## config.mk

```make
export PLATFORM = sky130hd
export DESIGN_NAME = boot_ram_loader
export DESIGN_NICKNAME = d
export VERILOG_FILES = /design/src/rtl/boot_ram_loader.sv
export SDC_FILE = /design/constraint.sdc
export NUM_CORES = 1
export LEC_CHECK = 0
export BUFFER_PORTS_ARGS = -buffer_cell sky130_fd_sc_hd__buf_2
export CAP_MARGIN = 30
export CORE_MARGIN = 2
export CORE_UTILIZATION = 30
export CTS_BUF_LIST = sky130_fd_sc_hd__clkbuf_2 sky130_fd_sc_hd__clkbuf_4 sky130_fd_sc_hd__clkbuf_8
export DETAILED_ROUTE_END_ITERATION = 10
export PLACE_DENSITY = 0.48
export SLEW_MARGIN = 20
export SYNTH_ARGS = -nofsm -noshare
export SYNTH_HDL_FRONTEND = slang
export SYNTH_SLANG_ARGS = --single-unit
```

## constraint.sdc

```tcl
create_clock -name clk -period 3.91 [get_ports clk]
set_clock_uncertainty 0.2 [all_clocks]
set_input_delay 0.782 -clock clk [delete_from_list [all_inputs] [get_ports clk]]
set_output_delay 0.782 -clock clk [all_outputs]
set_load 0.02 [all_outputs]
```

## src/rtl/boot_ram_loader.sv

```systemverilog
// Loads a length-prefixed image from a byte stream into boot RAM, then releases the core from reset.
// Optional trailing checksum byte: define BOOT_LOADER_CKSUM_EN.
`ifndef XLEN
`define XLEN 32
`endif

module boot_ram_loader #(
  parameter int ADDR_W    = 9,
  parameter int MAX_WORDS = 512
) (
  input  logic              clk,
  input  logic              rst_n,
  input  logic              start,
  input  logic [7:0]        rx_data,
  input  logic              rx_valid,
  output logic              rx_ready,
  output logic              ram_en,
  output logic              ram_we,
  output logic [ADDR_W-1:0] ram_addr,
  output logic [`XLEN-1:0]  ram_wr_data,
  output logic              cpu_rst_n,
  output logic              busy,
  output logic              done,
  output logic              err,
  output logic [ADDR_W:0]   word_cnt
);
  localparam logic [15:0] MAX_N = 16'(MAX_WORDS);

  typedef enum logic [2:0] {
    IDLE, LEN_LO, LEN_HI, DATA, WRITE,
`ifdef BOOT_LOADER_CKSUM_EN
    CKSUM,
`endif
    DONE, ERR
  } state_t;

  state_t           state_reg, state_next;
  logic [15:0]      len_reg;
  logic [15:0]      len_rx;
  logic [`XLEN-1:0] word_reg, word_next;
  logic [1:0]       byte_idx_reg;
  logic [ADDR_W:0]  cnt_reg;
  logic [15:0]      cnt_ext;
  logic             accept;
  logic             last_word;
`ifdef BOOT_LOADER_CKSUM_EN
  logic [7:0]       sum_reg;
`endif

  assign accept    = rx_valid & rx_ready;
  assign len_rx    = {rx_data, len_reg[7:0]};
  assign cnt_ext   = 16'(cnt_reg);
  assign last_word = (cnt_ext + 16'd1) == len_reg;

  // Incoming byte lands in the lane selected by byte_idx_reg (little-endian).
  genvar gi;
  generate
    for (gi = 0; gi < 4; gi++) begin : g_lane
      assign word_next[8*gi +: 8] = (byte_idx_reg == 2'(gi)) ? rx_data : word_reg[8*gi +: 8];
    end
  endgenerate

  always_ff @(posedge clk) begin
    if (!rst_n) state_reg <= IDLE;
    else        state_reg <= state_next;
  end

  always_comb begin
    state_next = state_reg;
    case (state_reg)
      IDLE:   if (start) state_next = LEN_LO;
      LEN_LO: if (accept) state_next = LEN_HI;
      LEN_HI: if (accept) begin
        if (len_rx == 16'd0)     state_next = DONE;
        else if (len_rx > MAX_N) state_next = ERR;
        else                     state_next = DATA;
      end
      DATA:   if (accept && byte_idx_reg == 2'd3) state_next = WRITE;
`ifdef BOOT_LOADER_CKSUM_EN
      WRITE:  state_next = last_word ? CKSUM : DATA;
      CKSUM:  if (accept) state_next = (rx_data == sum_reg) ? DONE : ERR;
`else
      WRITE:  state_next = last_word ? DONE : DATA;
`endif
      DONE:   state_next = DONE;
      ERR:    if (start) state_next = LEN_LO;
      default: state_next = IDLE;
    endcase
  end

  always_comb begin
    rx_ready  = 1'b0;
    ram_en    = 1'b0;
    ram_we    = 1'b0;
    cpu_rst_n = 1'b0;
    busy      = 1'b0;
    done      = 1'b0;
    err       = 1'b0;
    case (state_reg)
      LEN_LO, LEN_HI, DATA: begin
        rx_ready = 1'b1;
        busy     = 1'b1;
      end
      WRITE: begin
        ram_en = 1'b1;
        ram_we = 1'b1;
        busy   = 1'b1;
      end
`ifdef BOOT_LOADER_CKSUM_EN
      CKSUM: begin
        rx_ready = 1'b1;
        busy     = 1'b1;
      end
`endif
      DONE: begin
        cpu_rst_n = 1'b1;
        done      = 1'b1;
      end
      ERR:     err = 1'b1;
      default: ;
    endcase
  end

  // Address tracks the write count, so it reads 0 out of reset and in WRITE it is the word index.
  assign ram_addr    = cnt_reg[ADDR_W-1:0];
  assign ram_wr_data = word_reg;
  assign word_cnt    = cnt_reg;

  always_ff @(posedge clk) begin
    if (!rst_n) begin
      len_reg      <= '0;
      word_reg     <= '0;
      byte_idx_reg <= '0;
      cnt_reg      <= '0;
`ifdef BOOT_LOADER_CKSUM_EN
      sum_reg      <= '0;
`endif
    end else begin
      case (state_reg)
        IDLE, ERR: if (start) begin
          cnt_reg      <= '0;
          byte_idx_reg <= '0;
`ifdef BOOT_LOADER_CKSUM_EN
          sum_reg      <= '0;
`endif
        end
        LEN_LO: if (accept) len_reg[7:0]  <= rx_data;
        LEN_HI: if (accept) len_reg[15:8] <= rx_data;
        DATA: if (accept) begin
          word_reg     <= word_next;
          byte_idx_reg <= byte_idx_reg + 2'd1;
`ifdef BOOT_LOADER_CKSUM_EN
          sum_reg      <= sum_reg + rx_data;
`endif
        end
        WRITE:   cnt_reg <= cnt_reg + 1'b1;
        default: ;
      endcase
    end
  end

endmodule

```

==> results of run 1 <==
==> power by group through the flow <==
| stage | logic, mW | registers (mW) | clock network [mW] |
|---|---|---|---|
| 2_1_floorplan | 0.311 | 0.723 | 0 |
| 3_3_place_gp | 0.385 | 0.750 | 0 |
| 3_5_place_dp | 0.388 | 0.752 | 0 |
| 4_1_cts | 0.390 | 0.737 | 0.681 |
| 5_1_grt | 0.430 | 0.746 | 0.704 |
| 6_report | 0.387 | 0.737 | 0.660 |
==> final cells by class <==
cell class                      instances  area, sq um
Fill cell                            1065         6540
Multi-Input combinational cell        291         1630
Sequential cell                        63         1260
Timing Repair Buffer                   73          375
Tap cell                              136          170
Clock buffer                           11          145
Clock inverter                          5         81.3
Inverter                                6         22.5
==> path summary, 6_finish.rpt <==
check	from	end	slack (ns)	depth (start not counted)
min reg2reg	ram_wr_data[18]$_SDFFE_PN0P_	ram_wr_data[18]$_SDFFE_PN0P_	0.26	2
max reg2reg	word_cnt[0]$_SDFFE_PN0P_	state_reg[1]$_SDFFE_PN0P_	1.35	7
min	ram_wr_data[18]$_SDFFE_PN0P_	ram_wr_data[18]$_SDFFE_PN0P_	0.26	2
max	state_reg[0]$_SDFFE_PN0P_	ram_en	0.94	4
==> cells by family after synthesis <==
kind of cell,count (synthesis)
flip-flops,63
multiplexers,8
AO/OA/AOI/OAI,82
adder cells (fa/ha/maj),5
AND/OR/NAND/NOR,181
XOR/XNOR,15
buffers and inverters,44
==> placed cells by master, fill, tap and decap left out, types with 4 or more instances in the layout <==
cell | Yosys | routed
nand2b_1 | 5 | 5
mux2i_1 | 8 | 8
dfxtp_1 | 63 | 63
nor2b_1 | 4 | 4
nand2_1 | 73 | 73
nor4_1 | 4 | 4
buf_2 | 8 | 69
o21ai_0 | 7 | 7
buf_4 | 12 | 4
clkbuf_8 | 0 | 10
ha_1 | 5 | 5
inv_1 | 4 | 4
nand3_1 | 39 | 39
xnor2_1 | 10 | 10
nor3_1 | 8 | 8
nand4_1 | 5 | 5
a21oi_1 | 51 | 51
xor2_1 | 5 | 5
nor2_1 | 27 | 26
==> routing by layer <==
metal  vias to the layer above  part of all wire [%]  GRT usage, %  wire, microns
li1                       1463                     -             -              -
met1                      1378                    47          21.3           4090
met2                        81                    47          25.8           4100
met3                         9                   5.4          4.41            476
met4                         0                   1.0          4.89             88
met5                         -                     0             0              0
==> critical path, delay by kind of cell, from the launching register on <==
| kind | cells | cell delay, ns |
|---|---|---|
| buffers and inverters | 2 | 0.62 |
| flip-flops | 1 | 0.45 |
| AND/OR/NAND/NOR | 2 | 0.57 |
==> impl_metrics.yaml, run 1 <==
setup_path:
  end_kind: "primary output"
  path_max_fanout: 15
  cp_slowest_cell: "dfxtp_1"
  cp_slowest_stage_delay_ns: 0.45
  cp.arrival_ns: 1.99
  startpoint_type: "register"
  crit_chain: "nor2_1 -> nand2_1 -> inv_1 -> buf_2"
  criticalPathCategory: "register to primary output"
  worstPathRequired_ns: 2.93
logic_synthesis:
  synthArstFlopShare_pct: 0
  ys_seq_area_share_pct: 40.4
  synth_compound_area_share_pct: 15.6
  synth_top_area_cell: "dfxtp_1"
  synthAdderAreaFrac_pct: 2.01
  ys_top_cells_by_count: "73 x nand2_1, 63 x dfxtp_1, 51 x a21oi_1, 39 x nand3_1, 27 x nor2_1"
  synth_top_family_by_area: "simple AND/OR/NAND/NOR gates"
  muxShareOfSynthArea_pct: 2.57
  yosysMostFrequentCell: "nand2_1"
  synthTopCellsByArea: "dfxtp_1 40%, nand2_1 8.8%, a21oi_1 8.2%"
  synth-warning-count: 0
  ys_types: 52
  synth-edff-count: 0
  synth_simple_gate_area_share_pct: 27.8
  synth_top_cell_area_share_pct: 40.4
  synthCells: 398
  syn_area_sq_um: 3120
  synth_xor_xnor_area_share_pct: 4.21
  synth_flop_cell: "dfxtp_1"
  syn-num-nets: 415
  avgSynthCellArea_sq_um: 7.84
  ys_ff_latch: 63
finish:
  largest_reg_flops: 32
  design_area_sq_um: 3690
  area_delta_synth_final_pct: 18.2
  nNetsFinal: 461
  antenna_cells: 0
  post_route_cells_drive_above_1_share_pct: 22.3
  fin_util_pct: 36.0
  fin_cells: 585
die:
  rows: 37
  pin_count: 70
  start_util_pct: 30.5
  die_h_microns: 106
  coreArea_sq_um: 10200
  die_w_microns: 106
  dieArea_sq_um: 11200
clock_tree:
  cts_hold_buf: 0
  root_buffer: "clkbuf_8"
  cts_tree: "built"
  clkTransAtPathRegs_ns: 0.07
  ctsResizeCount: 0
  htree_levels: 3
  clkSinkCount: 63
  cts_buffers: 9
  clockBufferDepth: 2
  clk_latency_ns: 0.35
  post_cts_buffers: 0
sta:
  whs_ns: 0.255
  fin_crit_sh_pct: 75.9
  relSlewSlack_pct: 46.3
  min_period_ns: 2.97
  setup_viol: 0
  hold_viol_final: 0
  maxSlewViolCount: 0
  tightest_slew_ns: 0.804
  setup_ws_ns: 0.942
  finalSetupTns_ns: 0
  rsz0062_at_grt: "no"
  max_freq_mhz: 337
routing:
  via_per_inst: 5.01
  wl_microns: 8750
  drc: 0
  first_pass_iters: 4
  vias: 2931
  wl_per_cell_microns: 15.0
  drt_iter0_drc: 184
  ant_nets: 0
global_routing:
  grt_use_total_pct: 16.1
  grt_overflow: 0
  grt_max_degree: 55
  grt_pass1_vias: 2803
  antenna_found_initial: 0
  grt_pass1_wl_microns: 14400
power:
  power.switching_uw: 576
  p_per_area_nw_per_um2: 484
  power_frac_seq_pct: 41.3
  p_sw_share_pct: 32.3
  ir_drop_mv: 0.220
  power.internal_mw: 1.21
  total_power_mw: 1.78
  power.leakage_nw: 1.48
  pwr-share-comb_pct: 21.7
  power_frac_clock_pct: 37.0
placement:
  gp_congestion: 0.808
  placed_area_sq_um: 3460
  hpwl_microns: 5960
  dp.cells: 569
  portBuffers: 69
  dpl_worst_slack_ns: 1.20
outcome:
  run_status: "completed"
flow_run:
  drv_cap: 0
hold_path:
  worstHoldPathType: "register to register"
Power figures use the tool's default switching activity.
==> run 2: changes to the inputs <==
Clock period 3.91 ns to 2.9 ns, I/O delays scaled along.
==> impl_metrics.yaml, run 2 (synthesis gave the netlist of run 1 again) <==
outcome:
  run_status: "completed"
sta:
  maxSlewViolCount: 0
  min_period_ns: 2.62
  relSlewSlack_pct: 66.8
  setup_viol: 0
  rsz0062_at_grt: "no"
  max_freq_mhz: 382
  hold_viol_final: 0
  whs_ns: 0.257
  tightest_slew_ns: 0.498
  fin_crit_sh_pct: 90.2
  finalSetupTns_ns: 0
power:
  p_sw_share_pct: 33.4
  pwr-share-comb_pct: 24.2
  power_frac_seq_pct: 42.2
  power.switching_uw: 773
  power.internal_mw: 1.54
  power.leakage_nw: 1.47
  ir_drop_mv: 0.274
  total_power_mw: 2.31
  power_frac_clock_pct: 33.6
  p_per_area_nw_per_um2: 626
clock_tree:
  clkSinkCount: 63
  root_buffer: "clkbuf_8"
  ctsResizeCount: 0
  clkTransAtPathRegs_ns: 0.08
  cts_hold_buf: 0
  clk_latency_ns: 0.34
  cts_tree: "built"
  post_cts_buffers: 0
  cts_buffers: 9
  clockBufferDepth: 2
  htree_levels: 3
finish:
  area_delta_synth_final_pct: 18.4
  fin_cells: 588
  post_route_cells_drive_above_1_share_pct: 23.2
  layout_commonest_cell: "nand2_1"
  largest_reg_flops: 32
  num-fill-cells: 1101
  antenna_cells: 0
  final_cell_mix: "73 x nand2_1, 69 x buf_2, 62 x dfxtp_1, 51 x a21oi_1, 39 x nand3_1"
  nNetsFinal: 465
setup_path:
  criticalPathCategory: "register to primary output"
  timing.rr.end: "state_reg[1]$_SDFFE_PN0P_"
  crit-reg2reg-launch: "word_cnt[1]$_SDFFE_PN0P_"
  startpoint_type: "register"
  cp.arrival_ns: 1.84
  reg2reg_depth: 7
  startpoint: "state_reg[1]$_SDFFE_PN0P_"
  r2r_setup_slack_ns: 0.51
  worstPathRequired_ns: 2.12
  path_max_fanout: 14
  end_kind: "primary output"
routing:
  drc: 0
  wl_per_cell_microns: 15.0
  wl_microns: 8840
  vias: 2951
  first_pass_iters: 4
  ant_nets: 0
  via_per_inst: 5.02
  drt_iter0_drc: 208
hold_path:
  min_to: "ram_wr_data[12]$_SDFFE_PN0P_"
  worstHoldPathType: "register to register"
  hp-start: "ram_wr_data[12]$_SDFFE_PN0P_"
  hold_depth: 2
placement:
  dp.cells: 573
  portBuffers: 69
  hpwl_microns: 5960
  gp_congestion: 0.810
die:
  start_util_pct: 30.5
  coreArea_sq_um: 10200
  pin_count: 70
  rows: 37
  die_h_microns: 106
  dieArea_sq_um: 11200
  die_w_microns: 106
global_routing:
  grt_overflow: 0
  grt_pass1_wl_microns: 14000
  grt_max_degree: 40
  grt_pass1_vias: 2719
  grt_use_total_pct: 15.9
  antenna_found_initial: 0
flow_run:
  drv_cap: 0
## run 2: cell types whose count changed in the layout (fill, tap and decap cells not counted)
cell | previous run | this run
dfxtp_1 | 63 | 62
buf_4 | 4 | 8
dfxtp_2 | 0 | 1
clkinvlp_4 | 1 | 3
bufinv_16 | 2 | 1
clkbuf_4 | 1 | 0
inv_1 | 4 | 3
## run 2: through the flow
stage | util, % | area [sq um] | setup WS, ns
detailed placement | 34.1 | 3490 | 0.510
global route | 36.1 | 3690 | 0.151
floorplan | - | 3120 | 0.592
global placement | 34.1 | 3490 | 0.562
CTS | 36.0 | 3690 | 0.133
finish | 36.1 | 3690 | 0.285
## run 2: how the worst max path moves through the flow
stage	end	slack, ns	depth (start not counted)
global route	ram_we	0.15	4
detailed placement	ram_en	0.51	4
CTS	ram_en	0.13	4
finish	ram_en	0.28	4
floorplan	done	0.59	3
global placement	ram_en	0.56	4
## run 2: critical path, cell delays in order, from the launching register on
cell	delay (ns)
dfxtp_2	0.47
nor2_1	0.14
nand2_1	0.31
clkinvlp_4	0.34
buf_2	0.24
## run 2: cell type report
cell class | count | area, sq um | share of cell area [%]
clock buffers | 10 | 138 | 3.73
clock inverters | 5 | 58.8 | 1.59
inverters | 6 | 26.3 | 0.712
multi-input cells | 291 | 1630 | 44.2
flip-flops and latches | 63 | 1260 | 34.2
well taps | 136 | 170 | 4.61
repair buffers | 77 | 405 | 11.0
## run 2: power groups by stage
stage	clock (mW)	combinational (mW)	sequential (mW)
floorplan	0	0.419	0.975
global placement	0	0.556	0.990
detailed placement	0	0.557	0.991
CTS	0.796	0.559	0.971
global route	0.833	0.622	0.981
finish	0.777	0.560	0.974
## run 2: per-layer routing
metal	routed length [microns]	global-route usage [%]	share of wire [%]
met2	4170	26.0	47
met3	370	3.56	4.2
met1	4180	21.0	47
met5	0	0	0
met4	120	4.98	1.4
